--- config.mk ---
export PLATFORM = sky130hd
export DESIGN_NAME = universal_shift_register
export DESIGN_NICKNAME = d
export VERILOG_FILES = /design/src/rtl/usr_pkg.sv /design/src/rtl/usr_step.sv /design/src/rtl/universal_shift_register.sv
export SDC_FILE = /design/constraint.sdc
export NUM_CORES = 1
export LEC_CHECK = 0
export ABC_AREA = 1
export CELL_PAD_IN_SITES_DETAIL_PLACEMENT = 0
export CELL_PAD_IN_SITES_GLOBAL_PLACEMENT = 1
export CORE_ASPECT_RATIO = 0.6
export CORE_MARGIN = 4
export CORE_UTILIZATION = 40
export DETAILED_ROUTE_END_ITERATION = 6
export DONT_BUFFER_PORTS = 1
export GPL_ROUTABILITY_DRIVEN = 0
export GPL_TIMING_DRIVEN = 0
export PLACE_DENSITY = 0.8
export SKIP_CTS_REPAIR_TIMING = 1
export SLEW_MARGIN = 0
export SYNTH_ARGS = -nofsm -noshare
export SYNTH_HDL_FRONTEND = slang
export SYNTH_SLANG_ARGS = --single-unit
export TNS_END_PERCENT = 50
--- constraint.sdc ---
create_clock -name clock -period 2.1 [get_ports clock]
set_input_delay 0.42 -clock clock [delete_from_list [all_inputs] [get_ports clock]]
set_output_delay 0.42 -clock clock [all_outputs]
set_load 0.01 [all_outputs]
--- src/rtl/usr_pkg.sv ---
// usr_pkg: shared definitions for the universal shift register.
//   - usr_mode_e   : operation codes carried on cmd_mode (code 7 is reserved)
//   - usr_state_t  : FSM state type with ST_IDLE / ST_SHIFT constants
//   - is_multi_step: true for modes whose step count comes from cmd_count
// Optional feature macro: USR_ROTATE_EN (enables ROR/ROL as counted modes).
package usr_pkg;

    typedef enum logic [2:0] {
        MODE_HOLD = 3'd0,
        MODE_LOAD = 3'd1,
        MODE_SHR  = 3'd2,
        MODE_SHL  = 3'd3,
        MODE_ROR  = 3'd4,
        MODE_ROL  = 3'd5,
        MODE_CLR  = 3'd6
    } usr_mode_e;

    typedef logic [0:0] usr_state_t;
    localparam usr_state_t ST_IDLE  = 1'b0;
    localparam usr_state_t ST_SHIFT = 1'b1;

    // Counted modes honour cmd_count; everything else is a single step.
    // Without rotate support, ROR/ROL fall back to single-step HOLD.
    function automatic logic is_multi_step(input logic [2:0] mode);
`ifdef USR_ROTATE_EN
        return (mode == MODE_SHR) || (mode == MODE_SHL) ||
               (mode == MODE_ROR) || (mode == MODE_ROL);
`else
        return (mode == MODE_SHR) || (mode == MODE_SHL);
`endif
    endfunction

endpackage

--- src/rtl/usr_step.sv ---
// usr_step: combinational one-step next-value function of the shift register.
// Ports:
//   mode        in  3      operation code (usr_mode_e encoding)
//   q           in  WIDTH  current register contents
//   sin_r/sin_l in  1      serial inputs for right/left shift
//   sout_r/sout_l in 1     current serial output registers
//   q_next      out WIDTH  register value after one step
//   sout_r_next/sout_l_next out 1  serial outputs after one step
// Optional feature macro: USR_ROTATE_EN (rotate datapath only built when set).
module usr_step
    import usr_pkg::*;
#(
    parameter int WIDTH = 8
) (
    input  logic [2:0]       mode,
    input  logic [WIDTH-1:0] q,
    input  logic             sin_r,
    input  logic             sin_l,
    input  logic             sout_r,
    input  logic             sout_l,
    input  logic [WIDTH-1:0] load_data,
    output logic [WIDTH-1:0] q_next,
    output logic             sout_r_next,
    output logic             sout_l_next
);

    logic [WIDTH-1:0] shr_vec;
    logic [WIDTH-1:0] shl_vec;
`ifdef USR_ROTATE_EN
    logic [WIDTH-1:0] ror_vec;
    logic [WIDTH-1:0] rol_vec;
`endif

    // Per-bit neighbour wiring; the end bits take the serial input or,
    // for rotates, the bit falling off the opposite end.
    genvar gi;
    generate
        for (gi = 0; gi < WIDTH; gi++) begin : g_bits
            if (gi == WIDTH - 1) begin : g_msb
                assign shr_vec[gi] = sin_r;
`ifdef USR_ROTATE_EN
                assign ror_vec[gi] = q[0];
`endif
            end else begin : g_not_msb
                assign shr_vec[gi] = q[gi+1];
`ifdef USR_ROTATE_EN
                assign ror_vec[gi] = q[gi+1];
`endif
            end
            if (gi == 0) begin : g_lsb
                assign shl_vec[gi] = sin_l;
`ifdef USR_ROTATE_EN
                assign rol_vec[gi] = q[WIDTH-1];
`endif
            end else begin : g_not_lsb
                assign shl_vec[gi] = q[gi-1];
`ifdef USR_ROTATE_EN
                assign rol_vec[gi] = q[gi-1];
`endif
            end
        end
    endgenerate

    always_comb begin
        q_next      = q;
        sout_r_next = sout_r;
        sout_l_next = sout_l;
        case (mode)
            MODE_LOAD: q_next = load_data;
            MODE_CLR:  q_next = '0;
            MODE_SHR: begin
                q_next      = shr_vec;
                sout_r_next = q[0];
            end
            MODE_SHL: begin
                q_next      = shl_vec;
                sout_l_next = q[WIDTH-1];
            end
`ifdef USR_ROTATE_EN
            MODE_ROR:  q_next = ror_vec;
            MODE_ROL:  q_next = rol_vec;
`endif
            default:   q_next = q;   // HOLD, reserved code, disabled rotates
        endcase
    end

endmodule

--- src/rtl/universal_shift_register.sv ---
// universal_shift_register: parametrised register with load, clear, counted
// right/left shift (separate serial ins/outs) and optional rotate. A command
// is accepted when cmd_valid && cmd_ready; counted modes execute one step per
// clock for min(cmd_count, WIDTH) steps, the accept edge being step 1.
// Ports:
//   clock, clear          clock and asynchronous active-high reset
//   cmd_valid/cmd_ready   command handshake (ready only while idle)
//   cmd_mode, cmd_count   operation code and step count
//   load_data             parallel data for LOAD
//   sin_r, sin_l          serial inputs (enter at MSB / LSB)
//   q                     register contents
//   sout_r, sout_l        last bit shifted out of LSB / MSB
//   busy                  counted command still stepping
//   done                  one-cycle completion pulse, cycle after last step
// Optional feature macro: USR_ROTATE_EN (ROR/ROL; otherwise they act as HOLD).
module universal_shift_register
    import usr_pkg::*;
#(
    parameter  int WIDTH = 8,
    localparam int CNT_W = $clog2(WIDTH + 1)
) (
    input  logic             clock,
    input  logic             clear,
    input  logic             cmd_valid,
    output logic             cmd_ready,
    input  logic [2:0]       cmd_mode,
    input  logic [CNT_W-1:0] cmd_count,
    input  logic [WIDTH-1:0] load_data,
    input  logic             sin_r,
    input  logic             sin_l,
    output logic [WIDTH-1:0] q,
    output logic             sout_r,
    output logic             sout_l,
    output logic             busy,
    output logic             done
);

    usr_state_t       state_reg, state_next;
    logic [CNT_W-1:0] remaining_reg, remaining_next;
    logic [2:0]       mode_reg, mode_next;
    logic [WIDTH-1:0] q_reg, q_next;
    logic             sout_r_reg, sout_r_next;
    logic             sout_l_reg, sout_l_next;
    logic             done_reg, done_next;

    logic             accept;
    logic [CNT_W-1:0] n_eff;
    logic             step_en;
    logic [2:0]       step_mode;
    logic [WIDTH-1:0] q_step;
    logic             sout_r_step;
    logic             sout_l_step;

    assign accept = cmd_valid && (state_reg == ST_IDLE);
    assign n_eff  = (cmd_count > CNT_W'(WIDTH)) ? CNT_W'(WIDTH) : cmd_count;

    usr_step #(
        .WIDTH(WIDTH)
    ) u_step (
        .mode        (step_mode),
        .q           (q_reg),
        .sin_r       (sin_r),
        .sin_l       (sin_l),
        .sout_r      (sout_r_reg),
        .sout_l      (sout_l_reg),
        .load_data   (load_data),
        .q_next      (q_step),
        .sout_r_next (sout_r_step),
        .sout_l_next (sout_l_step)
    );

    always_comb begin
        state_next     = state_reg;
        remaining_next = remaining_reg;
        mode_next      = mode_reg;
        done_next      = 1'b0;
        step_en        = 1'b0;
        step_mode      = mode_reg;
        case (state_reg)
            ST_IDLE: begin
                step_mode = cmd_mode;
                if (accept) begin
                    mode_next = cmd_mode;
                    if (is_multi_step(cmd_mode)) begin
                        // A zero count still completes, just without a step.
                        step_en = (n_eff != '0);
                        if (n_eff > CNT_W'(1)) begin
                            state_next     = ST_SHIFT;
                            remaining_next = n_eff - CNT_W'(1);
                        end else begin
                            done_next = 1'b1;
                        end
                    end else begin
                        step_en   = 1'b1;
                        done_next = 1'b1;
                    end
                end
            end
            default: begin
                step_en        = 1'b1;
                remaining_next = remaining_reg - CNT_W'(1);
                if (remaining_reg == CNT_W'(1)) begin
                    state_next = ST_IDLE;
                    done_next  = 1'b1;
                end
            end
        endcase
    end

    assign q_next      = step_en ? q_step      : q_reg;
    assign sout_r_next = step_en ? sout_r_step : sout_r_reg;
    assign sout_l_next = step_en ? sout_l_step : sout_l_reg;

    always_ff @(posedge clock or posedge clear) begin
        if (clear) begin
            state_reg     <= ST_IDLE;
            remaining_reg <= '0;
            mode_reg      <= 3'd0;
            q_reg         <= '0;
            sout_r_reg    <= 1'b0;
            sout_l_reg    <= 1'b0;
            done_reg      <= 1'b0;
        end else begin
            state_reg     <= state_next;
            remaining_reg <= remaining_next;
            mode_reg      <= mode_next;
            q_reg         <= q_next;
            sout_r_reg    <= sout_r_next;
            sout_l_reg    <= sout_l_next;
            done_reg      <= done_next;
        end
    end

    assign q         = q_reg;
    assign sout_r    = sout_r_reg;
    assign sout_l    = sout_l_reg;
    assign done      = done_reg;
    assign busy      = (state_reg == ST_SHIFT);
    assign cmd_ready = (state_reg == ST_IDLE);

endmodule

### Word level (Yosys, flattened, before mapping)

Index checks and enable logic that the tools add are counted.

* bits in registers: 19
* input port bits: 20
* word-level logic and storage cells: 51

* multiplexer cells: 20
* bitwise operators: 1
* reductions and logical operators: 12
* eq/ne operators: 7
* $lt $le $gt $ge: 2
* add/sub/neg operators: 2

Operators by type and width (number)
* 8-bit case mux with 4 select lines: 1
* 4-bit two-way mux: 5
* 1-bit two-way mux: 13
* 3-bit by 2-bit == test with 1-bit output (second input constant): 4
* 2-bit AND reduction: 4
* 4-bit nonzero test: 2
* 4-bit by 1-bit subtractor with 4-bit output (second input constant): 2
* 2-bit nonzero test: 3
* 4-bit by 1-bit == test with 1-bit output (second input constant): 1
* 4-bit by 1-bit greater-than comparator with 1-bit output (second input constant): 1
* 4-bit greater-than comparator (second input constant): 1
* 3-bit by 1-bit == test with 1-bit output (second input constant): 1
* 3-bit == test (second input constant): 1
* 3-bit two-way mux: 1
* 3-bit AND reduction: 1
* 1-bit logical AND: 1
* 1-bit logical OR: 1
* 1-bit NOT: 1

### Depth between registers and ports, before layout

Gate-level depths: netlist of the first run.

* word-level depth: 7
* gate-level depth with buffers: 11

### By module

From an unflattened synthesis of the first run, not the netlist that was laid out.

* cells, all modules: 183
* area, all modules: 1336.3 µm²

Modules (own cells, without submodules)
* universal_shift_register: cells an instance 124, seq. area each 475.5 µm², area each 993.5 µm², times used 1
* usr_step: cells an instance 59, seq. area each 0.0 µm², area each 342.8 µm², times used 1

### Worst setup path before layout of the first run

OpenSTA, ideal clock, no wires.

* path type: in2reg
* start point: input cmd_count[0]
* end point: register remaining_reg[1]
* slack: 0.520 ns
* data arrival time: 1.515 ns
* stages: 9
* data required time: 2.034 ns
* setup time: 0.066 ns
* buffers on the path: 0
* cells stage by stage: inv_1 -> nor2_1 -> inv_1 -> ha_1 -> o21ai_0 -> nand2_1 -> o21ai_0 -> o21ai_0 -> nand2_1

* word-level cells in the longest chain between the ends: 7
* elaborated cells between the ends (all ways): 10

RTL lines
* start: declaration: line universal_shift_register.sv:27 `input logic [CNT_W-1:0] cmd_count,`
* 4-bit greater-than comparator: line universal_shift_register.sv:55 `assign n_eff = (cmd_count > CNT_W'(WIDTH)) ? CNT_W'(WIDTH) : cmd_count;`
* 4-bit two-way mux *: line universal_shift_register.sv:55
* 4-bit by 1-bit subtractor with 4-bit output: line universal_shift_register.sv:89 `remaining_next = n_eff - CNT_W'(1);`
* 4-bit two-way mux: line universal_shift_register.sv:87 `if (n_eff > CNT_W'(1)) begin`
* 4-bit two-way mux: line universal_shift_register.sv:84 `if (is_multi_step(cmd_mode)) begin`
* 4-bit two-way mux: line universal_shift_register.sv:82 `if (accept) begin`
* 4-bit two-way mux: line universal_shift_register.sv:79 `case (state_reg)`
* end signal: assignment: line universal_shift_register.sv:125 `remaining_reg <= remaining_next;`
* end: declaration: line universal_shift_register.sv:39 `logic [CNT_W-1:0] remaining_reg, remaining_next;`

Every way passes the cells marked *; elsewhere a longest branch is shown, timed or not. The select of a mux whose other input is x is not followed.
A chain may end at the register's enable or synchronous reset.

### Worst setup path in the final report of the first run

* start point: register state_reg (netlist: busy)
* end point: register sout_r_reg (netlist: sout_r)

* word-level cells in the longest chain between the ends: 5
* elaborated cells between the ends (all ways): 7

RTL lines
* start: declaration: line universal_shift_register.sv:38 `usr_state_t state_reg, state_next;`
* start signal: assignment: line universal_shift_register.sv:124 `state_reg <= state_next;`
* 1-bit NOT
* named net cmd_ready: line universal_shift_register.sv:25 `output logic cmd_ready,`
* 1-bit logical AND: line universal_shift_register.sv:54 `assign accept = cmd_valid && (state_reg == ST_IDLE);`
* 1-bit two-way mux: line universal_shift_register.sv:82
* 1-bit two-way mux: line universal_shift_register.sv:79
* 2-bit AND reduction (no line)
* end signal: assignment: line universal_shift_register.sv:128 `sout_r_reg <= sout_r_next;`
* end: declaration: line universal_shift_register.sv:42 `logic sout_r_reg, sout_r_next;`

The timed path passes the listed nets, and every way through them passes these cells.

==> results of run 1 <==
-- cell type report --
cell class / instances / area, µm² / area share (%)
clock buffer: 4 / 45.0 / 3.34
inverter: 17 / 66.3 / 4.92
multi-input combinational: 133 / 687 / 50.9
buffer: 3 / 22.5 / 1.67
tap: 42 / 52.6 / 3.90
sequential: 19 / 475 / 35.3
-- cells in the mapped netlist --
library cell  number
buf_4              3
nand4_1           17
nand2_2            6
xor2_1             3
inv_1             15
nor4_1             1
nand2_4            3
dfrtp_1           19
a21oi_1            2
o21ai_4            1
ha_1               4
inv_4              1
nor2_1             8
nand2_1           56
inv_2              1
nand3_1           23
o21ai_0            9
-- worst reg2reg max path: cells and delay by family, from the launching register on --
family / cells / cell delay, ns
compound gates: 1 / 0.26
buf+inv: 1 / 0.21
flops: 1 / 0.48
simple gates: 6 / 0.60
-- placed cells by master (no fill, tap or decap), types with 2 or more instances in the layout --
cell      netlist  layout
a21oi_1         2       2
buf_4           3       3
clkbuf_8        0       3
dfrtp_1        19      19
ha_1            4       4
inv_1          15      15
nand2_1        56      56
nand2_2         6       6
nand2_4         3       3
nand3_1        23      23
nand4_1        17      17
nor2_1          8       8
o21ai_0         9       9
xor2_1          3       3
-- routing by layer --
| layer | track usage, % | part of all wire (%) |
|---|---|---|
| met2 | 23.2 | 41 |
| met3 | 6.51 | 7.4 |
| met5 | 0 | 0 |
| met1 | 24.0 | 51 |
| met4 | 5.06 | 0.93 |
-- power breakdown --
group	switching (mW)	total [mW]	internal (mW)	leakage, nW
registers	0.225	0.768	0.543	0.238
logic	0.799	1.18	0.383	0.436
clock network	0.118	0.253	0.135	0.0228
-- logic make-up after synthesis --
family	Yosys count
xor+xnor	3
buf+inv	20
compound gates	12
simple gates	114
fa+ha+maj	4
flops	19
-- through the flow --
step           hold WS (ns)  utilization [%]
2_1_floorplan         0.371                -
3_3_place_gp          0.463             44.5
3_5_place_dp          0.475             44.5
4_1_cts               0.197             46.1
5_1_grt               0.242             46.1
6_report              0.168             46.1
-- path summary, 6_finish.rpt --
| kind | endpoint | slack [ns] |
|---|---|---|
| max in group asynchronous | q[3] | 1.48 |
| worst min register to register | remaining_reg[1] | 0.49 |
| worst min-delay path | q[2] | 0.17 |
| worst max register to register | sout_r | 0.45 |
| min in group clock | done | 0.31 |
| worst max-delay path | sout_r | 0.45 |
==> impl_metrics.py, run 1 <==
metrics = {
    "outcome": {
        "run_status": "completed",
    },
    "routing": {
        "wl_per_cell_um": 14.3,
        "ant_nets": 0,
        "drc_errors": 0,
        "first_pass_iters": 4,
        "wirelength_mm": 3.11,
        "via_per_inst": 5.28,
        "vias": 1152,
        "detail_route.iter0.violations": 106,
    },
    "timing": {
        "maxSlewViolCount": 0,
        "tightest_slew_ns": 0.723,
        "setup_violations": 0,
        "rsz0062_at_grt": "no",
        "finClkSkew_ns": 0.00221,
        "slew_headroom_pct": 51.8,
        "fmax_mhz": 604,
        "min_period_ns": 1.65,
        "tns_ns": 0,
        "hold_viol": 0,
        "setup_ws_ns": 0.445,
        "finalCritPeriodShare_pct": 78.8,
    },
    "pwr": {
        "power.density_nw_per_um2": 1630,
        "peakVddDrop_mv": 0.622,
        "power_mw": 2.20,
        "p_leak_nw": 0.697,
    },
    "cts": {
        "clk_path_buf_depth": 2,
        "cts_tree": "done",
        "cts-htree-levels": 1,
        "root_buffer": "clkbuf_8",
        "clock_sinks": 19,
        "clk_pin_slew_ns": 0.07,
        "cts_inserted_buffers": 3,
        "insertion_delay_ns": 0.25,
    },
    "logic_synthesis": {
        "synth_mux_area_share_pct": 0,
        "synth-compound-area-share_pct": 5.70,
        "synth_nets": 196,
        "synth_area_leader_cell": "dfrtp_1",
        "syn_area_per_cell_um2": 7.27,
        "synthSimpleGateAreaFrac_pct": 43.1,
        "synth_top_area_share_pct": 38.0,
        "synth_xor_area_share_pct": 2.10,
        "synthCells": 172,
        "synthTopCellsByArea": "dfrtp_1 (38%), nand2_1 (17%), nand3_1 (9.2%)",
        "yosysUniqueCellTypes": 17,
        "synth_top_family_by_area": "simple AND/OR/NAND/NOR gates",
        "synth_fa_ha_area_share_pct": 4.00,
        "ys_ff_latch": 19,
        "synth-seq-area-share_pct": 38.0,
        "syn_area_um2": 1250,
        "ys_warn_count": 0,
    },
    "worst_setup_path": {
        "worstPathRequired_ns": 2.25,
        "cpPeakStageDelay_ns": 0.48,
        "cp_slowest_cell": "dfrtp_1",
        "crit_buf_inv": 1,
        "critPathLaunchType": "flop",
        "worstRegToRegCells": 8,
        "crit_chain": "inv_2 > nand2_1 > nand2_2 > nand2_4 > a21oi_1 > nand2_1 > nand2_1 > nand2_1",
        "path_max_fanout": 10,
        "cp.arrival_ns": 1.80,
        "worst-path-stages": 8,
        "cp-end-kind": "flop",
        "crit_top_cell": "nand2_1",
        "worstSetupPathType": "flop to flop",
        "crit_start": "busy",
        "critical_path.top_delay_family": "simple AND/OR/NAND/NOR gates",
        "crit-reg2reg-launch": "busy",
    },
    "placement": {
        "io_buffers": 0,
        "dpl_cell_area_um2": 1300,
        "post-place-ws_ns": 0.253,
        "dp_hpwl_mm": 2.46,
        "dp_cells": 214,
    },
    "floorplan": {
        "start_util_pct": 42.7,
        "die_y_um": 51.3,
        "dieWidth_um": 80.2,
        "ios": 33,
        "die_area_um2": 4120,
        "row_count": 15,
        "core_area_um2": 2930,
    },
    "global_route": {
        "first_global_vias": 1091,
        "grt_first_pass_wirelength_mm": 5.23,
        "overflow": 0,
        "grt_max_degree": 20,
        "antenna_found_initial": 0,
        "track_usage_pct": 16.8,
    },
    "cells_and_area": {
        "stdcell_area_um2": 1350,
        "area.growth.synth_to_final_pct": 7.80,
        "largest_reg_flops": 8,
        "final_nets": 201,
        "nFillCells": 310,
        "fin_cells": 218,
        "drive_gt1_share_pct": 10.2,
        "diodes": 0,
    },
    "job": {
        "cap_viol_max_count": 0,
    },
    "hold_path": {
        "hold_class": "primary input to async pin",
    },
}
Power figures use the tool's default switching activity.
==> run 2, diff against run 1 <==
==> constraint.sdc (replaced) <==
create_clock -name clock -period 1.6 [get_ports clock]
set_input_delay 0.32 -clock clock [delete_from_list [all_inputs] [get_ports clock]]
set_output_delay 0.32 -clock clock [all_outputs]
set_load 0.01 [all_outputs]
==> impl_metrics.py, run 2 (same netlist as run 1, synthesis figures left out) <==
metrics = {
    "worst_setup_path": {
        "worstSetupPathType": "flop to flop",
        "worstRegToRegCells": 9,
        "worstPathRequired_ns": 1.74,
        "cp-end-kind": "flop",
        "crit_start": "busy",
        "crit-reg2reg-launch": "busy",
        "cp.arrival_ns": 1.62,
        "reg2reg_to": "q[1]",
        "path_max_fanout": 10,
        "rrSetupSlack_ns": 0.12,
        "critPathLaunchType": "flop",
    },
    "cts": {
        "clk_pin_slew_ns": 0.07,
        "insertion_delay_ns": 0.25,
        "cts_inserted_buffers": 3,
        "clk_path_buf_depth": 2,
        "cts-htree-levels": 1,
        "root_buffer": "clkbuf_8",
        "clock_sinks": 19,
        "cts_tree": "done",
    },
    "pwr": {
        "p_leak_nw": 0.738,
        "power_mw": 3.19,
        "peakVddDrop_mv": 0.826,
        "power.density_nw_per_um2": 2200,
    },
    "floorplan": {
        "start_util_pct": 42.7,
        "dieWidth_um": 80.2,
        "die_y_um": 51.3,
        "die_area_um2": 4120,
        "core_area_um2": 2930,
        "row_count": 15,
        "ios": 33,
    },
    "routing": {
        "ant_nets": 0,
        "wirelength_mm": 3.33,
        "detail_route.iter0.violations": 121,
        "via_per_inst": 5.37,
        "drc_errors": 0,
        "vias": 1219,
        "wl_per_cell_um": 14.7,
        "first_pass_iters": 4,
    },
    "timing": {
        "timing.hold.ws_ns": 0.0694,
        "setup_violations": 0,
        "setup_ws_ns": 0.121,
        "fmax_mhz": 676,
        "maxSlewViolCount": 0,
        "tns_ns": 0,
        "finClkSkew_ns": 0.00264,
        "finalCritPeriodShare_pct": 92.4,
        "slew_headroom_pct": 51.6,
        "tightest_slew_ns": 0.725,
        "min_period_ns": 1.48,
        "hold_viol": 0,
    },
    "global_route": {
        "grt_max_degree": 20,
        "antenna_found_initial": 0,
        "track_usage_pct": 16.8,
        "overflow": 0,
        "grt_first_pass_wirelength_mm": 5.23,
        "first_global_vias": 1091,
    },
    "cells_and_area": {
        "area.growth.synth_to_final_pct": 15.8,
        "final_nets": 210,
        "largest_reg_flops": 8,
        "final_cell_mix": "nand2_1 (54), nand3_1 (23), dfrtp_1 (18)",
        "fin_cells": 227,
        "utilization_pct": 49.5,
        "drive_gt1_share_pct": 16.8,
        "diodes": 0,
        "mostFrequentLayoutCell": "nand2_1",
        "stdcell_area_um2": 1450,
    },
    "placement": {
        "post-place-ws_ns": -0.147,
        "dp_cells": 214,
        "dpl_cell_area_um2": 1300,
        "io_buffers": 0,
        "dp_hpwl_mm": 2.46,
    },
    "hold_path": {
        "hold_class": "primary input to async pin",
    },
    "job": {
        "cap_viol_max_count": 0,
    },
    "outcome": {
        "run_status": "completed",
    },
}
[run 2: cell types whose count changed in the layout (fill, tap and decap cells not counted), sizes merged]
| cell | delta |
|---|---|
| nand2 | +1 |
| inv | -1 |
| clkinv | +2 |
| buf | +7 |
[run 2: layer usage]
layer	vias up	share of wire, %	global-route usage (%)
met4	0	0.87	5.06
met1	570	49	24.0
met2	45	41	23.2
met5	-	0	0
li1	600	-	-
met3	4	9.1	6.51
[run 2: critical path: stages, from the launching register on]
cell,delay (ns)
dfrtp_2,0.49
clkinv_4,0.12
nand2_1,0.12
nand2_4,0.12
nand2_8,0.12
nand2_2,0.09
nand2_4,0.13
inv_6,0.06
nand2_1,0.06
nand2_1,0.06
[run 2: power breakdown]
group / internal, mW / switching (mW)
clock network: 0.177 / 0.155
registers: 0.715 / 0.307
logic: 0.665 / 1.17
total: 1.56 / 1.64
[run 2: area by class of cell]
class,count,area (µm²)
repair buffers,7,52.6
plain buffers,3,22.5
inverters,17,73.8
repair inverters,1,5.00
flip-flops and latches,19,477
multi-input cells,134,721
well taps,42,52.6
fillers,302,1480
clock buffers,4,45.0
[run 2: worst max path at each step]
| stage | end | cells after the start |
|---|---|---|
| after global placement | remaining_reg[1] | 9 |
| after floorplan | remaining_reg[1] | 9 |
| after detailed placement | remaining_reg[1] | 9 |
| after CTS | sout_r | 8 |
| after global routing | q[3] | 9 |
| final | q[1] | 9 |
==> RTL edit 1: new RTL, flow settings as in run 1 <==
`WIDTH` is set to 8 in 2 places; all go to 32.
--- a/src/rtl/usr_step.sv
+++ b/src/rtl/usr_step.sv
@@ -10,7 +10,7 @@
 module usr_step
     import usr_pkg::*;
 #(
-    parameter int WIDTH = 8
+    parameter int WIDTH = 32
 ) (
     input  logic [2:0]       mode,
     input  logic [WIDTH-1:0] q,
--- a/src/rtl/universal_shift_register.sv
+++ b/src/rtl/universal_shift_register.sv
@@ -16,7 +16,7 @@
 module universal_shift_register
     import usr_pkg::*;
 #(
-    parameter  int WIDTH = 8,
+    parameter  int WIDTH = 32,
     localparam int CNT_W = $clog2(WIDTH + 1)
 ) (
     input  logic             clock,
Ports: changed (resized cmd_count, load_data and q); port bits go from 33 to 83. The function was not compared with the original's and may differ.
==> RTL edit 1 against run 1 <==
Worst setup slack worse by 0.26 ns; synthesized area increased by 140%; clock power grew to 3.0 times the old value; sequential cell count up 26; cell area up 140%; total power increased to 2.6 times the old value; largest power group unchanged; routed wire length grew to 2.8 times the old value; critical path depth shrank 5; synthesized cell count is 150% higher; cell count grew 140%; count of clock-buffer cells in the layout grew 1; non-clock buffer count is 26 higher; register-to-register slack worse by 0.20 ns; global-route usage up 3.3 points.
==> RTL edit 1: results (changes against run 1) <==
hold path start cmd_mode[1]; register area share after synthesis 38.18% (+0.18 points); clk slew on worst S/H paths 0.06 ns; HP Class in -> reg; vias in the first global route 2715 (+150%); hpwl dp 6289 um (+160%); first-pass GRT wire length 14230 um (+170%); FILL cells 699 (+130%); vias per cell 5.625 (+6.4%); initial antenna violation count 0 (unchanged); total track usage 20.11% (+3.3 points); worst-skew pair later-pin latency 0.29 ns (+0.04 ns); Worst Clk Skew 0.007399 ns (+0.005185 ns); CP max stage cell clkbuf_1; routed len/inst 16.48 um (+15%); htree depth 2 (+1); largest net degree at the start of global routing 38 (+90%); delay-heaviest family, CP buffers and inverters; Port Buf Inserts 0 (unchanged); Layout Nets 485 (+140%); P_leak 1.621 nW (+130%); DRT iter0 DRCs 240 (+130%); CP Launch Point busy$_DFF_PP0_; clock root buffer clkbuf_16; WP data arrival 1.49 ns (-0.31 ns); peak supply drop 0.0007034 V (+13%); Max clock buf depth 2 (unchanged); Antenna diodes 0 (unchanged); Synth Warn # 0 (unchanged); Post-synth top cells nand2_1, nand3_1, dfrtp_1; status completed; Worst-Margin Slew 0.5891 ns (-0.1334 ns); max FFs per register 32 (+24); main area contributors after synthesis dfrtp_1, nand2_1, nand3_1; cts bufs inserted 5 (+2); max incr delay on CP 0.47 ns; share of cells above drive strength 1 9.931% (-0.30 points); Pre-antenna DRT Iters 5 (+1); Syn Nets 476 (+140%); Post-synth ARST share 100.0% (unchanged); CP max FO 10 (unchanged); post-synth cell types 26 (+9)
## RTL edit 1: final timing paths
path,to,slack [ns],cells past startpoint
min in group asynchronous,done$_DFF_PP0_,0.49,2
max in group asynchronous,q[5]$_DFFE_PP0P_,1.14,3
min,mode_reg[1]$_DFFE_PP0P_,0.30,2
max reg2reg,q[31]$_DFFE_PP0P_,0.25,11
max,cmd_ready,0.19,3
min reg2reg,mode_reg[2]$_DFFE_PP0P_,0.50,2
## RTL edit 1: layer usage
| layer | vias up | share of wire [%] | global-route usage, % |
|---|---|---|---|
| li1 | 1436 | - | - |
| met1 | 1364 | 50 | 29.35 |
| met2 | 117 | 40 | 28.49 |
| met3 | 8 | 9.5 | 7.523 |
| met4 | 0 | 0.50 | 3.851 |
| met5 | - | 0 | 0 |
## RTL edit 1: logic make-up after synthesis
kind of cell	count (synthesis)	share of synthesized area (%)
and+or+nand+nor	313	47.35
DFF	45	38.18
buffers and inverters	44	7.807
adders and majority gates	5	2.121
xor gates and xnor gates	3	0.8911
AOI/OAI and AO/OA	15	3.649
## RTL edit 1: area by class of cell
class	instances	area [um^2]	share of cell area, %
clock buffer	5	125.1	3.885
buffer	27	161.4	5.012
inverter	17	68.82	2.137
clock inverter	1	5.005	0.1554
timing repair buffer	2	30.03	0.9324
tap	87	108.9	3.380
multi-input combinational	336	1595	49.53
sequential	45	1126	34.97
## RTL edit 1: through the flow
stage                     hold WS (ns)  area [um^2]  power (mW)  setup slack [ns]  cells
after floorplan                 0.4529         2949       4.152            0.2868    425
after global placement          0.4718         3058       4.884           -0.1310    512
after detailed placement        0.2349         3078       4.949           -0.1216    513
after CTS                     -0.07531         3208       5.726            0.1475    519
after global routing            0.3270         3221       6.295           0.01446    520
final                           0.2954         3221       5.698            0.1890    520
## RTL edit 1: power breakdown
part | leakage (nW) | switching [mW] | internal, mW
sequential | 0.568 | 0.595 | 1.28
clock | 0.0655 | 0.328 | 0.426
combinational | 0.987 | 2.02 | 1.05
total | 1.62 | 2.94 | 2.75
## RTL edit 1: worst reg2reg max path: stages (launching register included)
cell and delay [ns]:
dfrtp_1 0.43, buf_4 0.20, inv_6 0.10, nand2_1 0.07, nand2_2 0.17, nand2_2 0.15, nor2_4 0.21, buf_4 0.21
nand2_1 0.06, nand3_1 0.08, nand2_1 0.06, nand2_1 0.05
==> RTL edit 2: new RTL, config.mk and constraints of run 1 <==
Without the edit above. `q_reg` no longer has a reset.
--- a/src/rtl/universal_shift_register.sv
+++ b/src/rtl/universal_shift_register.sv
@@ -116,7 +116,6 @@
             state_reg     <= ST_IDLE;
             remaining_reg <= '0;
             mode_reg      <= 3'd0;
-            q_reg         <= '0;
             sout_r_reg    <= 1'b0;
             sout_l_reg    <= 1'b0;
             done_reg      <= 1'b0;
@@ -124,11 +123,14 @@
             state_reg     <= state_next;
             remaining_reg <= remaining_next;
             mode_reg      <= mode_next;
-            q_reg         <= q_next;
             sout_r_reg    <= sout_r_next;
             sout_l_reg    <= sout_l_next;
             done_reg      <= done_next;
         end
+    end
+
+    always_ff @(posedge clock) begin
+        q_reg <= q_next;
     end
 
     assign q         = q_reg;
Behaviour: not the same (Yosys sat finds a counterexample within 4 cycles, from zero or initial values; the reset may be asserted at any time).
==> RTL edit 2 against run 1 <==
Total power decreased by 12%; clock power increased by 2%; largest power group is now sequential cells; synthesized area decreased by 10%; routed wire length decreased by 19%; non-clock buffer count decreased by 1; first-iteration DRC count decreased by 50%; sequential cell count unchanged; worst setup slack got worse by 0.21 ns; cell area decreased by 9.9%; maximum frequency decreased by 11%; cell count decreased by 19%; die area decreased by 8.8%; critical path depth unchanged.
==> RTL edit 2: results (changes against run 1) <==
via count 921 (-20%); post-synth cell types 23 (+6); grt met1 use 18.64% (-5.4 points); main area contributors after synthesis dfrtp_1, edfxtp_1, nand2_1; number of synthesized flops with an enable pin 8 (+8); DR WL met3 179 um (-22%); multiplexer area fraction after synthesis 0.8899% (+0.89 points); WP data arrival 1.77 ns (-0.03 ns); Non-CTS buffers 2 (-1); clock buf count 3 (-1); hold slack final 0.04765 ns (-0.1203 ns); status completed; ClkCell Share 3.810% (+0.47 points); drt total wl 2529 um (-19%); Critical Path Sink q[0]$_DFFE_PP_; metal2 WL 1106 um (-13%); total track usage 14.02% (-2.8 points); register area share after synthesis 45.83% (+7.8 points); met2 Usage GRT 20.55% (-2.7 points); Post-synth top cells nand2_1, nand3_1, dfrtp_1; share of cells above drive strength 1 11.72% (+1.5 points); FILL cells 266 (-14%); P_leak 0.5767 nW (-17%); met3 Use GR 5.904% (-0.61 points); Adder-Cell Fraction of Synth Area 4.449% (+0.45 points); comb_multi_in 108 (-19%); total net switching power 0.8794 mW (-23%); slew margin rel. 66.71% (+15 points); hpwl dp 2011 um (-18%)
==> RTL edit 2: power by group through the flow <==
stage / Combinational [mW] / Sequential, mW / Clock (mW)
3_5_place_dp: 0.819 / 0.864 / 0
5_1_grt: 0.952 / 0.877 / 0.285
2_1_floorplan: 0.668 / 0.811 / 0
4_1_cts: 0.825 / 0.855 / 0.269
6_report: 0.823 / 0.851 / 0.257
3_3_place_gp: 0.793 / 0.856 / 0
==> RTL edit 2: per-stage QoR <==
stage          cells  worst slack (ns)  area [um^2]  power, mW  utilization, %
3_3_place_gp     173           0.03255         1165      1.649           44.93
3_5_place_dp     173          -0.01321         1165      1.683           44.93
2_1_floorplan    141            0.2838         1125      1.479               -
4_1_cts          177          -0.03955         1211      1.949           46.72
5_1_grt          177           0.07892         1215      2.114           46.86
6_report         177            0.2346         1215      1.930           46.86
